## src/rtl/intersection_pkg.sv

```systemverilog
// Shared types for the intersection controller: the phase enum and the
// fixed phase-order constants used by the FSM.
package intersection_pkg;

    typedef enum logic [2:0] {
        NS_GRN    = 3'd0,
        NS_YEL    = 3'd1,
        RED_TO_EW = 3'd2,
        EW_GRN    = 3'd3,
        EW_YEL    = 3'd4,
        RED_TO_NS = 3'd5
    } phase_e;

    localparam phase_e FIRST_PHASE = NS_GRN;
    localparam phase_e LAST_PHASE  = RED_TO_NS;

    function automatic phase_e next_phase(input phase_e p);
        if (p == LAST_PHASE) begin
            return FIRST_PHASE;
        end
        return phase_e'(p + 3'd1);
    endfunction

endpackage

```

## src/rtl/ms_tick_gen.sv

```systemverilog
// Millisecond prescaler: emits a one-cycle tick every DIV clocks.
module ms_tick_gen #(
    parameter int DIV = 50000
) (
    input  logic clk,
    input  logic rst,
    output logic tick
);

    localparam int W = (DIV > 1) ? $clog2(DIV) : 1;
    localparam logic [W-1:0] LAST = W'(DIV - 1);

    logic [W-1:0] cnt_q, cnt_d;

    always_comb begin
        tick  = (cnt_q == LAST);
        cnt_d = tick ? '0 : cnt_q + W'(1);
    end

    always_ff @(posedge clk) begin
        if (!rst) begin
            cnt_q <= '0;
        end else begin
            cnt_q <= cnt_d;
        end
    end

endmodule

```

## src/rtl/intersection_controller.sv

```systemverilog
// Two-road traffic controller with NS as the rest road. Pedestrian walk
// signals are built only when PED_SIGNALS_EN is defined.
module intersection_controller
    import intersection_pkg::*;
#(
    parameter int CLK_FREQ_HZ    = 50000000,
    parameter int GREEN_MS       = 10000,
    parameter int YELLOW_MS      = 3000,
    parameter int ALL_RED_MS     = 1000,
    parameter int PED_CAUTION_MS = 4000
) (
    input  logic        clk,
    input  logic        rst,
    input  logic        ns_sensor,
    input  logic        ew_sensor,
    input  logic        pd_button_ns,
    input  logic        pd_button_ew,
    output logic        NS_RED,
    output logic        NS_YELLOW,
    output logic        NS_GREEN,
    output logic        EW_RED,
    output logic        EW_YELLOW,
    output logic        EW_GREEN,
    output logic        pd_FREE_NS,
    output logic        pd_CAUTION_NS,
    output logic        pd_FREE_EW,
    output logic        pd_CAUTION_EW,
    output logic [31:0] time_left_ms_ns,
    output logic [31:0] time_left_ms_ew
);

    localparam int TICK_DIV = (CLK_FREQ_HZ / 1000 > 0) ? CLK_FREQ_HZ / 1000 : 1;
    localparam logic [31:0] GREEN_T   = 32'(GREEN_MS);
    localparam logic [31:0] YELLOW_T  = 32'(YELLOW_MS);
    localparam logic [31:0] ALL_RED_T = 32'(ALL_RED_MS);
    localparam logic [31:0] CAUTION_T = 32'(PED_CAUTION_MS);

    logic tick;
    logic btn_ns_in, btn_ew_in;

    phase_e      state_q, state_d;
    logic [31:0] counter_q, counter_d;
    logic [31:0] tl_ns_q, tl_ns_d, tl_ew_q, tl_ew_d;
    logic        ns_sens_q, ew_sens_q, btn_ns_q, btn_ew_q;
    logic        ns_req_q, ns_req_d, ew_req_q, ew_req_d;
    logic        ped_ns_req_q, ped_ns_req_d, ped_ew_req_q, ped_ew_req_d;
    logic        walk_ns_q, walk_ns_d, walk_ew_q, walk_ew_d;
    logic        clr_ns, clr_ew, clr_ped_ns, clr_ped_ew;

    ms_tick_gen #(.DIV(TICK_DIV)) u_tick (
        .clk  (clk),
        .rst  (rst),
        .tick (tick)
    );

`ifdef PED_SIGNALS_EN
    assign btn_ns_in = pd_button_ns;
    assign btn_ew_in = pd_button_ew;
`else
    // Buttons are ignored; with no ped requests the walk logic folds to 0.
    logic unused_buttons;
    assign unused_buttons = pd_button_ns ^ pd_button_ew;
    assign btn_ns_in = 1'b0;
    assign btn_ew_in = 1'b0;
`endif

    always_comb begin
        state_d    = state_q;
        counter_d  = counter_q;
        walk_ns_d  = walk_ns_q;
        walk_ew_d  = walk_ew_q;
        clr_ns     = 1'b0;
        clr_ew     = 1'b0;
        clr_ped_ns = 1'b0;
        clr_ped_ew = 1'b0;
        if (tick && counter_q != '0) begin
            counter_d = counter_q - 32'd1;
        end
        // Phase decisions are taken once the counter has drained to zero.
        if (counter_q == '0) begin
            case (state_q)
                NS_GRN: begin
                    if (ew_req_q || ped_ew_req_q) begin
                        state_d   = next_phase(state_q);
                        counter_d = YELLOW_T;
                        walk_ns_d = 1'b0;
                    end else if (ped_ns_req_q) begin
                        counter_d  = GREEN_T;
                        walk_ns_d  = 1'b1;
                        clr_ped_ns = 1'b1;
                    end
                end
                NS_YEL, EW_YEL: begin
                    state_d   = next_phase(state_q);
                    counter_d = ALL_RED_T;
                end
                RED_TO_EW: begin
                    state_d    = next_phase(state_q);
                    counter_d  = GREEN_T;
                    walk_ew_d  = ped_ew_req_q;
                    clr_ew     = 1'b1;
                    clr_ped_ew = 1'b1;
                end
                EW_GRN: begin
                    state_d   = next_phase(state_q);
                    counter_d = YELLOW_T;
                    walk_ew_d = 1'b0;
                end
                RED_TO_NS: begin
                    state_d    = next_phase(state_q);
                    counter_d  = GREEN_T;
                    walk_ns_d  = ped_ns_req_q;
                    clr_ns     = 1'b1;
                    clr_ped_ns = 1'b1;
                end
                default: begin
                    state_d   = FIRST_PHASE;
                    counter_d = GREEN_T;
                end
            endcase
        end
        ns_req_d     = (ns_req_q & ~clr_ns) | (ns_sensor & ~ns_sens_q);
        ew_req_d     = (ew_req_q & ~clr_ew) | (ew_sensor & ~ew_sens_q);
        ped_ns_req_d = (ped_ns_req_q & ~clr_ped_ns) | (btn_ns_in & ~btn_ns_q);
        ped_ew_req_d = (ped_ew_req_q & ~clr_ped_ew) | (btn_ew_in & ~btn_ew_q);
        tl_ns_d = (state_d == NS_GRN || state_d == NS_YEL) ? counter_d : '0;
        tl_ew_d = (state_d == EW_GRN || state_d == EW_YEL) ? counter_d : '0;
    end

    always_ff @(posedge clk) begin
        if (!rst) begin
            state_q      <= FIRST_PHASE;
            counter_q    <= GREEN_T;
            tl_ns_q      <= GREEN_T;
            tl_ew_q      <= '0;
            ns_sens_q    <= 1'b0;
            ew_sens_q    <= 1'b0;
            btn_ns_q     <= 1'b0;
            btn_ew_q     <= 1'b0;
            ns_req_q     <= 1'b0;
            ew_req_q     <= 1'b0;
            ped_ns_req_q <= 1'b0;
            ped_ew_req_q <= 1'b0;
            walk_ns_q    <= 1'b0;
            walk_ew_q    <= 1'b0;
        end else begin
            state_q      <= state_d;
            counter_q    <= counter_d;
            tl_ns_q      <= tl_ns_d;
            tl_ew_q      <= tl_ew_d;
            ns_sens_q    <= ns_sensor;
            ew_sens_q    <= ew_sensor;
            btn_ns_q     <= btn_ns_in;
            btn_ew_q     <= btn_ew_in;
            ns_req_q     <= ns_req_d;
            ew_req_q     <= ew_req_d;
            ped_ns_req_q <= ped_ns_req_d;
            ped_ew_req_q <= ped_ew_req_d;
            walk_ns_q    <= walk_ns_d;
            walk_ew_q    <= walk_ew_d;
        end
    end

    always_comb begin
        NS_GREEN        = (state_q == NS_GRN);
        NS_YELLOW       = (state_q == NS_YEL);
        NS_RED          = !(NS_GREEN || NS_YELLOW);
        EW_GREEN        = (state_q == EW_GRN);
        EW_YELLOW       = (state_q == EW_YEL);
        EW_RED          = !(EW_GREEN || EW_YELLOW);
        pd_FREE_NS      = NS_GREEN && walk_ns_q && (counter_q > CAUTION_T);
        pd_CAUTION_NS   = NS_GREEN && walk_ns_q && (counter_q != '0) && (counter_q <= CAUTION_T);
        pd_FREE_EW      = EW_GREEN && walk_ew_q && (counter_q > CAUTION_T);
        pd_CAUTION_EW   = EW_GREEN && walk_ew_q && (counter_q != '0) && (counter_q <= CAUTION_T);
        time_left_ms_ns = tl_ns_q;
        time_left_ms_ew = tl_ew_q;
    end

endmodule

```

## config.mk

```make
export PLATFORM = sky130hd
export DESIGN_NAME = intersection_controller
export DESIGN_NICKNAME = d
export VERILOG_FILES = /design/src/rtl/intersection_pkg.sv /design/src/rtl/ms_tick_gen.sv /design/src/rtl/intersection_controller.sv
export SDC_FILE = /design/constraint.sdc
export NUM_CORES = 1
export LEC_CHECK = 0
export CORE_ASPECT_RATIO = 1.25
export CORE_MARGIN = 2
export CORE_UTILIZATION = 30
export CTS_CLUSTER_DIAMETER = 80
export DETAILED_ROUTE_END_ITERATION = 10
export GPL_TIMING_DRIVEN = 0
export PLACE_DENSITY = 0.6
export SLEW_MARGIN = 20
export SYNTH_ARGS = -nofsm -noshare
export SYNTH_HDL_FRONTEND = slang
export SYNTH_SLANG_ARGS = --single-unit
```

## constraint.sdc

```tcl
create_clock -name clk -period 4.6 [get_ports clk]
set_input_delay 0.46 -clock clk [delete_from_list [all_inputs] [get_ports clk]]
set_output_delay 0.46 -clock clk [all_outputs]
set_load 0.01 [all_outputs]
```

* Word-level counts from Yosys, hierarchy flattened
Index checks and enable logic that the tools add are counted.
Widths: inputs -> output; s select.
** Storage, ports and cells
- Bits in registers :: 121
- Output and inout port bits :: 74
** Operators by class
- Reductions and logical operators :: 28
- Bitwise gates (word level) :: 9
- Multiplexer cells :: 36
- Eq/ne operators :: 10
- Magnitude comparators :: 2
- $add $sub $neg :: 3
** Operators with widths (count)
- $mux 32 :: 4
- $pmux 32 s3 :: 1
- $gt 32x12->1 const B :: 1
- $le 32x12->1 const B :: 1
- $logic_not 32->1 :: 1
- $reduce_bool 32->1 :: 1
- $sub 32x1->32 const B :: 1
- $mux 3 :: 7
- $mux 1 :: 19
- $add 16x1->16 const B :: 1
- $eq 16x16->1 const B :: 1
- $pmux 3 s5 :: 1
- $mux 14 :: 1
- $eq 3x2->1 const B :: 3
- $eq 3x3->1 const B :: 3
- $logic_and 1x1->1 :: 9
- $eq 3x1->1 const B :: 2
- $logic_not 3->1 :: 2
- $pmux 1 s2 :: 3
- $reduce_and 2->1 :: 3
- $logic_or 1x1->1 :: 5
- $and 1x1->1 :: 4
- $not 1->1 :: 4
- $reduce_bool 2->1 :: 2
- 6 further kinds :: 8

* Depth between registers and ports, before layout
- Word-level depth :: 12
- Gate-level depth with buffers :: 12
- Mapped depth without buffers :: 10

* Hierarchy
From an unflattened synthesis, not the netlist that was laid out.
** Second synthesis, totals
- Cells, all modules :: 513
- Area total of the unflattened synthesis :: 4604.4 µm²
** Modules (own cells, without submodules)
- intersection_controller :: times used 1, area each 3857.4 µm², cells each 432
- ms_tick_gen :: times used 1, area each 747.0 µm², cells each 81

* Worst setup path after synthesis
OpenSTA, ideal clock, no wires.
- Path kind :: flip-flop to flip-flop
- From :: register counter_q[0]
- To :: register tl_ew_q[8], in the netlist time_left_ms_ew[8]
- Setup slack :: 1.823 ns
- Stages on the path, launching flop included :: 13
- Library setup time :: 0.073 ns
- Data arrival time :: 2.704 ns
- Data required time :: 4.527 ns
- Cells stage by stage :: dfxtp_1 inv_1 ha_1 or3b_2 nor4bb_1 buf_2 and3_1 buf_6 mux2i_1 nor2b_1 mux2i_4 buf_6 nor3b_2
** Between the ends
- Word-level cells in the longest chain between the ends :: 7
- Elaborated cells between the ends (all ways) :: 14
- Those cells by class :: add/sub (1); eq/ne (2); mux (6); reduce/logical (5)
** RTL lines
- from (decl) :: RTL line intersection_controller.sv:42 : logic [31:0] counter_q, counter_d;
- from (signal assigned) :: RTL line intersection_controller.sv:148 : counter_q <= counter_d;
- parallel branches: the longest is 7 deep, another holds $sub 32x1->32
- to (signal assigned) :: RTL line intersection_controller.sv:150 : tl_ew_q <= tl_ew_d;
- to (decl) :: RTL line intersection_controller.sv:43 : logic [31:0] tl_ns_q, tl_ns_d, tl_ew_q, tl_ew_d;
Several ways; the timed one is not identified.
A chain may end at the register's enable or synchronous reset.

* Worst setup path in the final report
- From :: register counter_q[16]
- To :: output pd_CAUTION_NS
** Between the ends
- Word-level cells in the longest chain between the ends :: 3
- Elaborated cells between the ends (all ways) :: 4
- Those cells by class :: order compare (1); reduce/logical (3)
** RTL lines
- parallel branches: the longest is 2 deep, another holds $le 32x12->1
- $logic_and 1x1->1 (*) :: RTL line intersection_controller.sv:172 : pd_CAUTION_NS = NS_GREEN && walk_ns_q && (counter_q != '0) && (counter_q <= CAUTION_T);
- to (decl) :: RTL line intersection_controller.sv:25 : output logic pd_CAUTION_NS,
Mark *: on every way between the ends.

==> out/results.ini <==
[global_route]
grt_usage_pct=14.50
grt_pass1_wl_mm=19.71
grt_max_degree=17
grt_overflow=0
grt_pass1_vias=3932
antenna_found_initial=0

[layout]
final_cell_area_um2=6426
drive_gt1_share_pct=12.52
nNetsFinal=601
layout_common_cells=121 x dfxtp_1, 76 x nor2_1, 75 x clkdlybuf4s50_1, 37 x nand2_1, 37 x nor2b_1
instances_no_fill=811
postLayoutCoreUtil_pct=41.10
multi_input_area_um2=2247
synthToLayoutAreaGrowth_pct=33.47
fillCellCount=1531
final_common_cell=dfxtp_1
antenna_cells=0
seq_area_um2=2422

[worst_setup_path]
r2r_start=counter_q[1]
crit_path_start_kind=register
reg2regPathDepth=11
critical_path_class=reg2out
crit_path_end_kind=output pin
critPathMaxFanout=9
critPathArrivalTime_ns=3.21
cp_slowest_cell=clkdlybuf4s50_1
path_delay_family=simple AND/OR/NAND/NOR gates
path_buf_inv=2
cp.required_ns=4.14
crit_chain=or4_1 -> buf_2 -> nor3_4 -> nand2_1 -> nor3_1 -> nand2b_1 -> nor2_1 -> clkdlybuf4s50_1
worst-path-stages=8
crit_path_max_incr_delay_ns=0.54
worstSetupStartpoint=counter_q[16]

[sta]
period_minus_slack_ns=3.675
setup_slack_ns=0.9253
period_share_pct=79.89
hold_viol_final=0
rsz0062_at_grt=false
tns_ns=0
setup_violations=0
worst_slew_pin_slew_ns=0.7020
skew_ns=0.01424
hold_ws_ns=0.4227
slew_viol_final=0
max_slew_margin_pct=52.78
clock.fmax_ghz=0.2721

[die]
core_area_um2=15630
die_area_um2=17080
io_pins=80
rows=51
die_y_um=145.6
start_util_pct=30.80
die_w_um=117.3

[detailed_routing]
drtIter0Drc=225
totalWireLength_mm=12.08
drc=0
dr_total_vias=3774
ant_nets=0
viasPerCell=4.654
first_pass_iters=4
wl_per_cell_um=14.89

[yosys]
yosysTopAreaCell=dfxtp_1
ys_ff_latch=121
synth_area_um2=4815
avgSynthCellArea_um2=9.766
synth_nets=507
syn_inst=493
synth-async-reset-ratio_pct=0
synth_edf_count=0
ys_warn_count=0
synthFlopType=dfxtp_1
synth_top_area_share_pct=50.31
ys_types=51
synthTopCellsByArea=dfxtp_1 50%, nor3b_2 6.0%, nor2_1 5.9%
yosysSeqAreaShare_pct=50.31

[worst_hold_path]
hp-class=reg2reg
worstHoldStart=ew_sens_q
hold_depth=1

[clock_tree]
insertion_delay_ns=0.41
cts.sinks=121
hold_buffers=0
clk_pin_slew_ns=0.05
cts_setup_buffers=0
cts_buffers=17
cts_resized=0
cts_buffer_depth=2
cts_tree=built
cts_root_buf=clkbuf_16
h-tree-depth=4

[outcome]
status=finished clean

[placed_design]
gp_congestion=0.8322
dpl_worst_slack_ns=1.310
dpl_cell_area_um2=5831
dp.cells=780
hpwl_mm=8.659
port_buffers=75

[power_and_ir_drop]
powerDensity_nw_per_um2=378.2
power.total_mw=2.430
peakVddDrop_uv=222.2
p_leak_nw=2.279

[run]
maxCapViolCount=0

==> kinds of logic (layout without fill, tap and decap cells) <==
kind of cell,Yosys count,after routing,share of synthesized area [%]
and+or+nand+nor,252,252,30.90
DFF,121,121,50.31
xor gates and xnor gates,40,40,7.276
AOI/OAI and AO/OA,38,38,5.302
buffers and inverters,30,136,3.014
adders and majority gates,8,8,2.079
muxes,4,4,1.117
==> layout make-up <==
class | count | area share (%)
sequential | 121 | 37.69
tap | 212 | 4.128
inverter | 9 | 0.5257
multi-input combinational | 342 | 34.97
clock inverter | 10 | 2.259
timing repair buffer | 75 | 11.68
buffer | 21 | 1.733
clock buffer | 21 | 7.009
==> report_power, final <==
part	leakage, nW	switching, mW	internal (mW)
clock network	0.284	0.468	0.866
registers	0.976	0.00313	1.05
logic	1.02	0.0269	0.0146
==> sequential cells by signal (all words and copies together) (netlist names) <==
| register | count |
|---|---|
| ew_req_q | 1 |
| ped_ns_req_q | 1 |
| counter_q | 32 |
| time_left_ms_ew | 32 |
| state_q | 3 |
| u_tick.cnt_q | 16 |
| ew_sens_q | 1 |
| time_left_ms_ns | 32 |
| ped_ew_req_q | 1 |
| walk_ew_q | 1 |
| walk_ns_q | 1 |
==> worst reg2reg max path, cell delays in order, from the launching register on <==
cell,delay (ns)
dfxtp_1,0.32
inv_1,0.10
ha_1,0.14
or3b_2,0.46
nor4bb_1,0.28
buf_2,0.23
and3_1,0.19
buf_6,0.15
mux2i_1,0.45
nand3_1,0.33
clkbuf_1,0.33
nor2_1,0.17
==> Yosys cell counts (4+ instances only) <==
library cell    n
nor3_2          4
or3_1           4
a21oi_1        12
nand3_1        14
and3_1          7
nor3_1         13
nor2_1         76
nor4_1          7
ha_1            8
xor2_1         17
xnor2_1        23
nor2b_1        37
clkbuf_1       15
nand4_1         5
buf_6           4
o21ai_0         9
nand2_1        37
inv_1           9
nor3b_2        23
dfxtp_1       121
==> layer usage <==
metal,up-vias,share of wire [%],GRT usage [%]
met2,92,50,25.64
met1,1819,44,16.90
met4,0,1.1,5.241
met3,11,4.3,3.723
met5,-,0,0
li1,1852,-,-
==> worst paths after layout <==
| path | end | slack [ns] |
|---|---|---|
| worst max register to register | time_left_ms_ns[25] | 1.38 |
| worst min-delay path | ew_req_q | 0.42 |
| worst max-delay path | pd_CAUTION_NS | 0.93 |
| worst min register to register | ew_req_q | 0.42 |
Power figures use the tool's default switching activity.
